`config.mk`:
```
export PLATFORM = sky130hd
export DESIGN_NAME = early_out_multiplier_pipe_flat
export DESIGN_NICKNAME = d
export VERILOG_FILES = /design/src/rtl/early_out_multiplier_pipe_if.sv /design/src/rtl/early_out_multiplier_pipe.sv /design/src/flat_wrapper.sv
export SDC_FILE = /design/constraint.sdc
export NUM_CORES = 1
export LEC_CHECK = 0
export BUFFER_PORTS_ARGS = -buffer_cell sky130_fd_sc_hd__clkbuf_2
export CAP_MARGIN = 10
export CORE_ASPECT_RATIO = 1.2
export CORE_UTILIZATION = 60
export CTS_CLUSTER_DIAMETER = 30
export DETAILED_ROUTE_END_ITERATION = 6
export PLACE_DENSITY = 0.8
export SLEW_MARGIN = 0
export SYNTH_ARGS = -nofsm -noshare
export SYNTH_HDL_FRONTEND = slang
export SYNTH_SLANG_ARGS = --single-unit
```
`constraint.sdc`:
```
create_clock -name clk -period 6.5 [get_ports clk]
set_input_delay 0.975 -clock clk [delete_from_list [all_inputs] [get_ports clk]]
set_output_delay 0.975 -clock clk [all_outputs]
set_load 0.005 [all_outputs]
```
`src/rtl/early_out_multiplier_pipe_if.sv`:
```
// Operand/result stream bundle for early_out_multiplier_pipe.
// The slave side is the multiplier; the master side is the producer/consumer pair.
interface early_out_multiplier_pipe_if #(
  parameter int unsigned DIN_W  = 8,
  parameter int unsigned DOUT_W = 2 * DIN_W,
  parameter int unsigned TAG_W  = 4
);
  logic [DIN_W-1:0]  a_operand_i;
  logic [DIN_W-1:0]  b_operand_i;
  logic [TAG_W-1:0]  tag_i;
  logic              operands_valid_i;
  logic              operands_ready_o;
  logic [DOUT_W-1:0] product_o;
  logic [TAG_W-1:0]  tag_o;
  logic              product_valid_o;
  logic              product_ready_i;

  modport master (
    output a_operand_i, b_operand_i, tag_i, operands_valid_i, product_ready_i,
    input  operands_ready_o, product_o, tag_o, product_valid_o
  );

  modport slave (
    input  a_operand_i, b_operand_i, tag_i, operands_valid_i, product_ready_i,
    output operands_ready_o, product_o, tag_o, product_valid_o
  );
endinterface

```
`src/rtl/early_out_multiplier_pipe.sv`:
```
// Handshaked multiplier: small operands retire in one cycle, others through a PIPE_DEPTH pipeline;
// results leave in acceptance order through a credit-protected FWFT FIFO.
module early_out_multiplier_pipe #(
  parameter int unsigned DIN_W      = 8,
  parameter int unsigned DOUT_W     = 2 * DIN_W,
  parameter int unsigned SMALL_W    = (DIN_W + 1) / 2,
  parameter int unsigned PIPE_DEPTH = 3,
  parameter int unsigned FIFO_DEPTH = 4,
  parameter int unsigned TAG_W      = 4,
  parameter bit          SIGNED     = 1'b0
) (
  input  logic        clk,
  input  logic        rst,
  early_out_multiplier_pipe_if.slave bus_io,
  output logic [31:0] fast_ops_o
);

  localparam int unsigned CntW   = $clog2(FIFO_DEPTH + 1);
  localparam int unsigned PtrW   = $clog2(FIFO_DEPTH);
  localparam int unsigned Stages = PIPE_DEPTH - 1;
  localparam int unsigned ProdW  = 2 * DIN_W;
  localparam int unsigned FastW  = 2 * SMALL_W;

  function automatic logic is_small(input logic [DIN_W-1:0] x);
    if (SIGNED) begin
      return (x[DIN_W-1:SMALL_W-1] == '0) || (x[DIN_W-1:SMALL_W-1] == '1);
    end
    return x[DIN_W-1:SMALL_W] == '0;
  endfunction

  function automatic logic [PtrW-1:0] next_ptr(input logic [PtrW-1:0] p);
    return (p == PtrW'(FIFO_DEPTH - 1)) ? '0 : p + 1'b1;
  endfunction

  logic [CntW-1:0]   fifo_count_q, fifo_count_d;
  logic [CntW-1:0]   inflight_q, inflight_d;
  logic [PtrW-1:0]   wr_ptr_q, rd_ptr_q;
  logic [31:0]       fast_ops_q, fast_ops_d;
  logic [Stages-1:0] slow_vld_q;
  logic [DOUT_W-1:0] slow_prod_q [Stages];
  logic [TAG_W-1:0]  slow_tag_q [Stages];
  logic [DOUT_W-1:0] mem_prod_q [FIFO_DEPTH];
  logic [TAG_W-1:0]  mem_tag_q [FIFO_DEPTH];

  logic              ready, accept, fast_acc, slow_acc, slow_wr, push, pop, not_empty;
  logic [ProdW-1:0]  full_prod, fast_ext;
  logic [FastW-1:0]  fast_prod;
  logic [DOUT_W-1:0] wr_prod;
  logic [TAG_W-1:0]  wr_tag;

  // Credits count both queued and in-flight results, so the FIFO can never overflow.
  assign ready     = ~rst & (({1'b0, fifo_count_q} + {1'b0, inflight_q}) <
                             (CntW + 1)'(FIFO_DEPTH));
  assign accept    = bus_io.operands_valid_i & ready;
  // No slow op outstanding, otherwise a fast result would overtake it.
  assign fast_acc  = accept & is_small(bus_io.a_operand_i) & is_small(bus_io.b_operand_i) &
                     (inflight_q == '0);
  assign slow_acc  = accept & ~fast_acc;
  assign slow_wr   = slow_vld_q[Stages-1];
  assign push      = fast_acc | slow_wr;
  assign not_empty = fifo_count_q != '0;
  assign pop       = not_empty & bus_io.product_ready_i;

  always_comb begin
    if (SIGNED) begin
      full_prod = ProdW'($signed(bus_io.a_operand_i)) * ProdW'($signed(bus_io.b_operand_i));
      fast_prod = FastW'($signed(bus_io.a_operand_i[SMALL_W-1:0])) *
                  FastW'($signed(bus_io.b_operand_i[SMALL_W-1:0]));
    end else begin
      full_prod = ProdW'(bus_io.a_operand_i) * ProdW'(bus_io.b_operand_i);
      fast_prod = FastW'(bus_io.a_operand_i[SMALL_W-1:0]) *
                  FastW'(bus_io.b_operand_i[SMALL_W-1:0]);
    end
    fast_ext = {{(ProdW - FastW){SIGNED & fast_prod[FastW-1]}}, fast_prod};
    wr_prod  = fast_acc ? fast_ext[DOUT_W-1:0] : slow_prod_q[Stages-1];
    wr_tag   = fast_acc ? bus_io.tag_i : slow_tag_q[Stages-1];
  end

  always_comb begin
    fifo_count_d = fifo_count_q;
    if (push && !pop) begin
      fifo_count_d = fifo_count_q + 1'b1;
    end else if (!push && pop) begin
      fifo_count_d = fifo_count_q - 1'b1;
    end
    inflight_d = inflight_q;
    if (slow_acc && !slow_wr) begin
      inflight_d = inflight_q + 1'b1;
    end else if (!slow_acc && slow_wr) begin
      inflight_d = inflight_q - 1'b1;
    end
    fast_ops_d = fast_ops_q;
    if (fast_acc && fast_ops_q != '1) begin
      fast_ops_d = fast_ops_q + 32'd1;
    end
  end

  always_ff @(posedge clk) begin
    if (rst) begin
      fifo_count_q <= '0;
      inflight_q   <= '0;
      wr_ptr_q     <= '0;
      rd_ptr_q     <= '0;
      fast_ops_q   <= '0;
      slow_vld_q   <= '0;
    end else begin
      fifo_count_q <= fifo_count_d;
      inflight_q   <= inflight_d;
      fast_ops_q   <= fast_ops_d;
      if (push) wr_ptr_q <= next_ptr(wr_ptr_q);
      if (pop)  rd_ptr_q <= next_ptr(rd_ptr_q);
      slow_vld_q[0] <= slow_acc;
      for (int i = 1; i < Stages; i++) begin
        slow_vld_q[i] <= slow_vld_q[i-1];
      end
    end
  end

  // Datapath storage needs no reset: every use is qualified by a reset control bit.
  always_ff @(posedge clk) begin
    slow_prod_q[0] <= full_prod[DOUT_W-1:0];
    slow_tag_q[0]  <= bus_io.tag_i;
    for (int i = 1; i < Stages; i++) begin
      slow_prod_q[i] <= slow_prod_q[i-1];
      slow_tag_q[i]  <= slow_tag_q[i-1];
    end
    if (push) begin
      mem_prod_q[wr_ptr_q] <= wr_prod;
      mem_tag_q[wr_ptr_q]  <= wr_tag;
    end
  end

  assign bus_io.operands_ready_o = ready;
  assign bus_io.product_valid_o  = not_empty;
  assign bus_io.product_o        = not_empty ? mem_prod_q[rd_ptr_q] : '0;
  assign bus_io.tag_o            = not_empty ? mem_tag_q[rd_ptr_q] : '0;
  assign fast_ops_o              = fast_ops_q;

endmodule

```
`src/flat_wrapper.sv`:
```
// flat-port wrapper written by rule: the top's interface ports become plain ports
module early_out_multiplier_pipe_flat 
#(
  parameter int unsigned DIN_W      = 8,
  parameter int unsigned DOUT_W     = 2 * DIN_W,
  parameter int unsigned SMALL_W    = (DIN_W + 1) / 2,
  parameter int unsigned PIPE_DEPTH = 3,
  parameter int unsigned FIFO_DEPTH = 4,
  parameter int unsigned TAG_W      = 4,
  parameter bit          SIGNED     = 1'b0
)
  (clk, rst, fast_ops_o, bus_io_a_operand_i, bus_io_b_operand_i, bus_io_tag_i, bus_io_operands_valid_i, bus_io_product_ready_i, bus_io_operands_ready_o, bus_io_product_o, bus_io_tag_o, bus_io_product_valid_o);
  early_out_multiplier_pipe_if #(.DIN_W(DIN_W), .DOUT_W(DOUT_W), .TAG_W(TAG_W)) bus_io_i ();
  input  logic clk;
  input  logic rst;
  output logic [31:0] fast_ops_o;
  input wire logic [$bits(bus_io_i.a_operand_i)-1:0] bus_io_a_operand_i;
  input wire logic [$bits(bus_io_i.b_operand_i)-1:0] bus_io_b_operand_i;
  input wire logic [$bits(bus_io_i.tag_i)-1:0] bus_io_tag_i;
  input wire logic [$bits(bus_io_i.operands_valid_i)-1:0] bus_io_operands_valid_i;
  input wire logic [$bits(bus_io_i.product_ready_i)-1:0] bus_io_product_ready_i;
  output wire logic [$bits(bus_io_i.operands_ready_o)-1:0] bus_io_operands_ready_o;
  output wire logic [$bits(bus_io_i.product_o)-1:0] bus_io_product_o;
  output wire logic [$bits(bus_io_i.tag_o)-1:0] bus_io_tag_o;
  output wire logic [$bits(bus_io_i.product_valid_o)-1:0] bus_io_product_valid_o;
  assign bus_io_i.a_operand_i = bus_io_a_operand_i;
  assign bus_io_i.b_operand_i = bus_io_b_operand_i;
  assign bus_io_i.tag_i = bus_io_tag_i;
  assign bus_io_i.operands_valid_i = bus_io_operands_valid_i;
  assign bus_io_i.product_ready_i = bus_io_product_ready_i;
  assign bus_io_operands_ready_o = bus_io_i.operands_ready_o;
  assign bus_io_product_o = bus_io_i.product_o;
  assign bus_io_tag_o = bus_io_i.tag_o;
  assign bus_io_product_valid_o = bus_io_i.product_valid_o;
  early_out_multiplier_pipe #(.DIN_W(DIN_W), .DOUT_W(DOUT_W), .SMALL_W(SMALL_W), .PIPE_DEPTH(PIPE_DEPTH), .FIFO_DEPTH(FIFO_DEPTH), .TAG_W(TAG_W), .SIGNED(SIGNED)) u_core (.clk(clk), .rst(rst), .bus_io(bus_io_i), .fast_ops_o(fast_ops_o));
endmodule
```
==> metrics, run 1 <==
Final Core Density 70.5%; Num CTS Buffers 17; Worst Reg2Reg Path Length in Cells 12; PD cells roughly 340 mW/mm^2; PostCTS Resize Cnt 0; Post-synth EDFFs 80; post-synth cell types 52; setup_tns 0 ps; data required time of the critical path 6850 ps; TritonCTS Sinks 166; Clock Power Share 29.9%; row count 47; HP Class reg -> reg; dpl cell area 0.00923 sq mm; antenna viol nets, final 0; drt total wl ~16000 microns; register area approximately 0.0041 sq mm; most common cell in the netlist dfxtp_1; Reg clk slew, reported paths about 60 ps; reg2reg setup slack around 3200 ps; share of layout cells above drive strength 1 18.5%; leakage power 4.18 nW; most frequent cells after synthesis dfxtp_1, edfxtp_1, inv_1; final instance area between 0.009 and 0.01 sq mm; GP Congestion approximately 0.84; area delta synth->final 13.4%; drt first pass iters 6; vias in the first global route roughly 5700; clk_lat worst skew 420 ps; RSZ-0062 raised after global routing false; all-layer global routing usage a little under a quarter; footprint of the multi-input gates between 0.004 and 0.005 sq mm; Initial Utilization about 62%; register area share after synthesis 47.6%; ant diodes 0; largest area contributor in the netlist edfxtp_1; failing checks design-rule violations; Post-CTS Setup Bufs 0; Syn Nets 842; Die ar. between 0.01 and 0.015 sq mm; Peak Freq 203 MHz; Switching Fraction 29.3%; placed wire-length estimate roughly 12000 microns; VDD IR max ~0.17 mV; outcome finished, violations left; average wire per standard cell ~16 microns; top cells by area in the synthesized netlist edfxtp_1, dfxtp_1, fa_1, ha_1, and2_1; initial antenna violation count 0; cts hold-fix bufs 0; Reg power frac between 40% and 50%; Core Area around 0.014 sq mm; Data arrival, critical path 5270 ps; FF-to-FF End u_core.fifo_count_q[2]; hold depth 0; Final Max Tran Viols 0; worst clock skew 6.49 ps; Mapped Area 0.00867 sq mm; switching power 978 uW; Post-synth top flop dfxtp_1; Final Critical Period 4920 ps; max_cap viols 0; Fillers 964; Yosys reg bits ~170; worst hold start u_core.slow_prod_q[0][7]; DRC viols 2; Yosys warnings 0; Final setup viols 0; TritonCTS clock tree done; Slew HR 33.8%; Tot Pwr 3.34 mW; crit path capture type register; critical path type in -> reg; final hold vios 0; asr flop ratio synth 0%; largest net degree at the start of global routing 47; Synth top area share 27.7%; Syn Inst Count 719; initial detailed-routing violation count roughly 270; chip height 134 microns; WHS Endpoint u_core.slow_prod_q[0][23]; worst-margin pin slew 992 ps; first-pass GRT wire length 27300 microns; Final period util 75.6%; Comb pwr share approximately 30%; Root Driver clkbuf_16; crit-path max FO 9; crit start category input port; IO Pins 78; clock buffer depth 2; IO Port Bufs 77; H-tree depth 4; vias between 5000 and 6000; Pint 2.36 mW; via/cell ratio 5.52; nets 926; Avg Inst Size Synth 12.1 sq um; FF-to-FF Start u_core.inflight_q[2]; DIE WIDTH 112 microns; gr ovfl total 0
## worst max path at each step
stage                                end                  start  cells after the start  slack [ps]
2_1_floorplan  u_core.slow_prod_q[0][14]  bus_io_b_operand_i[7]                     13        1670
3_3_place_gp   u_core.slow_prod_q[0][14]  bus_io_b_operand_i[7]                     14        1330
3_5_place_dp   u_core.slow_prod_q[0][14]  bus_io_b_operand_i[7]                     14        1190
4_1_cts        u_core.slow_prod_q[0][14]  bus_io_b_operand_i[7]                     14        1640
5_1_grt        u_core.slow_prod_q[0][14]  bus_io_b_operand_i[7]                     14        1230
6_report       u_core.slow_prod_q[0][14]  bus_io_b_operand_i[7]                     14        1580
## area by class of cell
type | instances | area share (%)
Multi-Input combinational cell | 458 | 42.5
Sequential cell | 166 | 41.9
Clock buffer | 21 | 4.90
Timing Repair Buffer | 83 | 4.38
Inverter | 77 | 2.94
Tap cell | 171 | 2.18
Clock inverter | 11 | 1.20
## cell usage in the layout (no fill, tap or decap), drive strengths merged, types with 20 or more instances in the layout
cell    synthesis  routed
clkbuf         14      98
dfxtp          86      86
inv            77      81
edfxtp         80      80
and2           74      74
ha             57      57
nor2           50      50
fa             42      42
xor2           29      29
nand2          23      23
mux4           20      20
## routing by layer
layer,vias up,part of all wire [%],GRT usage (%)
li1,2637,-,-
met1,2689,43,28.3
met2,106,53,42.1
met3,19,3.1,4.96
met4,0,1.3,7.28
met5,-,0,0
## power by group through the flow
stage,registers [mW],clock network (mW),logic (mW)
4_1_cts,1.35,1.01,0.998
3_5_place_dp,1.37,0,0.994
2_1_floorplan,1.34,0,0.730
6_report,1.35,0.997,0.988
5_1_grt,1.36,1.06,1.11
3_3_place_gp,1.36,0,0.948
## logic make-up after synthesis
family                     synth area share (%)
AOI/OAI and AO/OA                          4.10
xor gates and xnor gates                   4.35
adders and majority gates                  17.9
buffers and inverters                      4.27
DFF                                        47.6
muxes                                      7.20
and+or+nand+nor                            14.6
## registers in the layout, indices dropped and copies added, names as in the netlist, named ones only
signal,count
u_core.wr_ptr_q,2
u_core.mem_prod_q,64
u_core.slow_prod_q,32
u_core.slow_tag_q,8
u_core.rd_ptr_q,2
u_core.slow_vld_q,2
u_core.fast_ops_o,32
u_core.fifo_count_q,3
u_core.inflight_q,3
u_core.mem_tag_q,16
## worst max-delay path, stage by stage
cell,delay [ps]
clkbuf_2,160
and2_1,210
fa_1,510
fa_1,520
fa_1,560
inv_1,60
fa_1,530
inv_1,40
ha_1,210
or3_1,410
a2111oi_0,610
o31ai_1,160
a21oi_1,200
xnor2_1,130
## metrics by stage
step | setup WS, ps | hold WS [ps] | std cells
after floorplan | 1670 | 310 | 719
after global placement | 1330 | 310 | 955
after detailed placement | 1190 | 312 | 955
after CTS | 1640 | 326 | 987
after global routing | 1230 | 334 | 987
final | 1580 | 327 | 987
No activity file was read; power rests on OpenSTA's default activity.
==> run 2: changes to the inputs <==
Clock period 6.5 ns to 4.85 ns, I/O delays scaled along.
==> metrics, run 2 (synthesis results as in run 1) <==
RSZ-0062 raised after global routing false (unchanged); crit start category input port (unchanged); worst clock skew 8.47 ps (was 6.49 ps); Reg clk slew, reported paths 60 ps (about the same); data required time of the critical path 5190 ps (was 6850 ps); crit path capture type register (unchanged); Comb pwr share 30.1% (was 29.6%); share of layout cells above drive strength 1 19.5% (was 18.5%); worst path buffer plus inverter count 4 (was 3); Peak Freq 216 MHz; VDD IR max 0.265 mV (was 0.174 mV); Slew HR 33.7% (was 33.8%); Placed Cells 968 (was 955); drt total wl 16300 microns (was 16100 microns); vias in the first global route 5824 (was 5718); initial antenna violation count 0 (unchanged); outcome finished, violations left (unchanged); FF-to-FF End u_core.inflight_q[2] (was u_core.fifo_count_q[2]); first-pass GRT wire length 27700 microns (was 27300 microns); dpl ws -116 ps (was 1190 ps); FF-to-FF Start u_core.inflight_q[2] (unchanged); worst hold start u_core.slow_prod_q[0][10] (was u_core.slow_prod_q[0][7]); GP Congestion 0.879 (was 0.843); hold depth 0 (unchanged); clock buffer depth 2 (unchanged); Largest stage delay, worst path 550 ps (was 610 ps); Pint 3.19 mW (was 2.36 mW); Final Max Tran Viols 0 (unchanged); Final Critical Period ~4600 ps; placed wire-length estimate 11800 microns (was 11700 microns); H-tree depth 4 (unchanged); WHS Endpoint u_core.slow_prod_q[0][26] (was u_core.slow_prod_q[0][23]); Final setup viols 0 (unchanged); Data arrival, critical path 4970 ps (was 5270 ps); PD cells 455 mW/mm^2 (was 339 mW/mm^2); critical path type in -> reg (unchanged); Worst Reg2Reg Path Length in Cells 12 (unchanged); DIE WIDTH 112 microns (unchanged); via/cell ratio 5.54 (was 5.52); Final period util between 90 and 100%; gr ovfl total 0 (unchanged); crit-path max FO 8 (was 9); max_cap viols 0 (unchanged); IO Port Bufs 77 (unchanged); TritonCTS clock tree done (unchanged); ant diodes 0 (unchanged); critical path's top delay family adder cells (unchanged); failing checks design-rule violations (unchanged); final instance area 0.00993 sq mm (was 0.00983 sq mm); worst-margin pin slew 993 ps (was 992 ps); area delta synth->final 14.6% (was 13.4%); largest net degree at the start of global routing 46 (was 47); Critical Path, Cell by Cell clkbuf_2 -> and2_1 -> fa_1 -> inv_1 -> fa_1 -> fa_1 -> fa_1 -> inv_1 -> ha_1 -> or3_1 -> a2111oi_0 -> buf_4 -> o31ai_1 -> a21oi_1 -> xnor2_1 (was clkbuf_2 -> and2_1 -> fa_1 -> fa_1 -> fa_1 -> inv_1 -> fa_1 -> inv_1 -> ha_1 -> or3_1 -> a2111oi_0 -> o31ai_1 -> a21oi_1 -> xnor2_1); commonest cells after routing, fill and taps aside dfxtp_1, edfxtp_1, inv_1, clkbuf_2, and2_1 (unchanged); Reg with most FFs u_core.mem_prod_q (unchanged); Reg power frac 39.9% (was 40.5%); antenna viol nets, final 0 (unchanged); DRC viols 2 (unchanged); Root Driver clkbuf_16 (unchanged); final hold slack 326 ps (was 327 ps); vias 5540 (was 5451); Clock Power Share 29.9% (about the same); dpl cell area 0.00933 sq mm (was 0.00923 sq mm); switching power 1.33 mW (was 978 uW); Switching Fraction 29.4% (was 29.3%); leakage power 4.24 nW (was 4.18 nW); Num CTS Buffers 17 (unchanged); Post-CTS Setup Bufs 0 (unchanged); Fillers 946 (was 964); clk_lat worst skew 420 ps (about the same); TritonCTS Sinks 166 (unchanged); nets 939 (was 926); average wire per standard cell 16.3 microns (about the same); Cell Count, Final, Fillers Out 1000 (was 987); Slowest-stage cell, CP fa_1 (was a2111oi_0); Initial Utilization 62.2% (unchanged); all-layer global routing usage 23.8% (was 23.5%); drt first pass iters 6 (unchanged); chip height 134 microns (unchanged); Die ar. 0.0149 sq mm (unchanged); initial detailed-routing violation count 246 (was 265); HP Class reg -> reg (unchanged); cts hold-fix bufs 0 (unchanged); PostCTS Resize Cnt 0 (unchanged); Core Area 0.0139 sq mm (unchanged); row count 47 (unchanged); IO Pins 78 (unchanged); most common cell after layout, fill and taps aside dfxtp_1 (unchanged); reg2reg setup slack 1590 ps (was 3210 ps); final hold vios 0 (unchanged); crit path setup slack, layout 218 ps (was 1580 ps); max FFs per register 64 (unchanged); Most common cell on crit path fa_1 (unchanged)
-- run 2: power by group through the flow --
stage	Sequential (mW)	Clock [mW]	Combinational (mW)
floorplan	1.79	0	0.978
global placement	1.82	0	1.30
detailed placement	1.83	0	1.36
CTS	1.81	1.38	1.38
global route	1.82	1.43	1.53
finish	1.80	1.35	1.36
-- run 2: worst max-delay path by stage --
stage	to	cells after the start	slack (ps)	startpoint
finish	u_core.slow_prod_q[0][14]	15	220	bus_io_a_operand_i[3]
global route	u_core.slow_prod_q[0][14]	15	110	bus_io_a_operand_i[3]
CTS	u_core.slow_prod_q[0][14]	15	300	bus_io_b_operand_i[4]
detailed placement	u_core.slow_prod_q[0][14]	15	-120	bus_io_b_operand_i[4]
global placement	u_core.slow_prod_q[0][14]	15	30	bus_io_b_operand_i[4]
floorplan	u_core.slow_prod_q[0][14]	13	270	bus_io_b_operand_i[7]
-- run 2: metal layers --
metal	wire length, microns	part of all wire, %	track usage [%]	up-vias
met2	8440	52	41.4	117
met4	221	1.4	8.11	0
li1	-	-	-	2666
met5	0	0	0	-
met1	7150	44	29.3	2741
met3	497	3.0	5.14	16
-- run 2: cell type report --
class                           count  area (sq um)  share of cell area, %
Timing Repair Buffer               96           528                   5.32
Sequential cell                   166          4120                   41.5
Multi-Input combinational cell    458          4180                   42.1
Tap cell                          171           214                   2.16
Clock inverter                     11           148                   1.49
Inverter                           77           289                   2.91
Clock buffer                       21           450                   4.54
-- run 2: through the flow --
step / utilization, % / power [mW] / setup TNS, ps
after CTS: 71.2 / 4.56 / 0
after global routing: 71.2 / 4.79 / 0
after detailed placement: 66.9 / 3.19 / -119
after global placement: 66.9 / 3.12 / 0
after floorplan: - / 2.77 / 0
final: 71.2 / 4.52 / 0
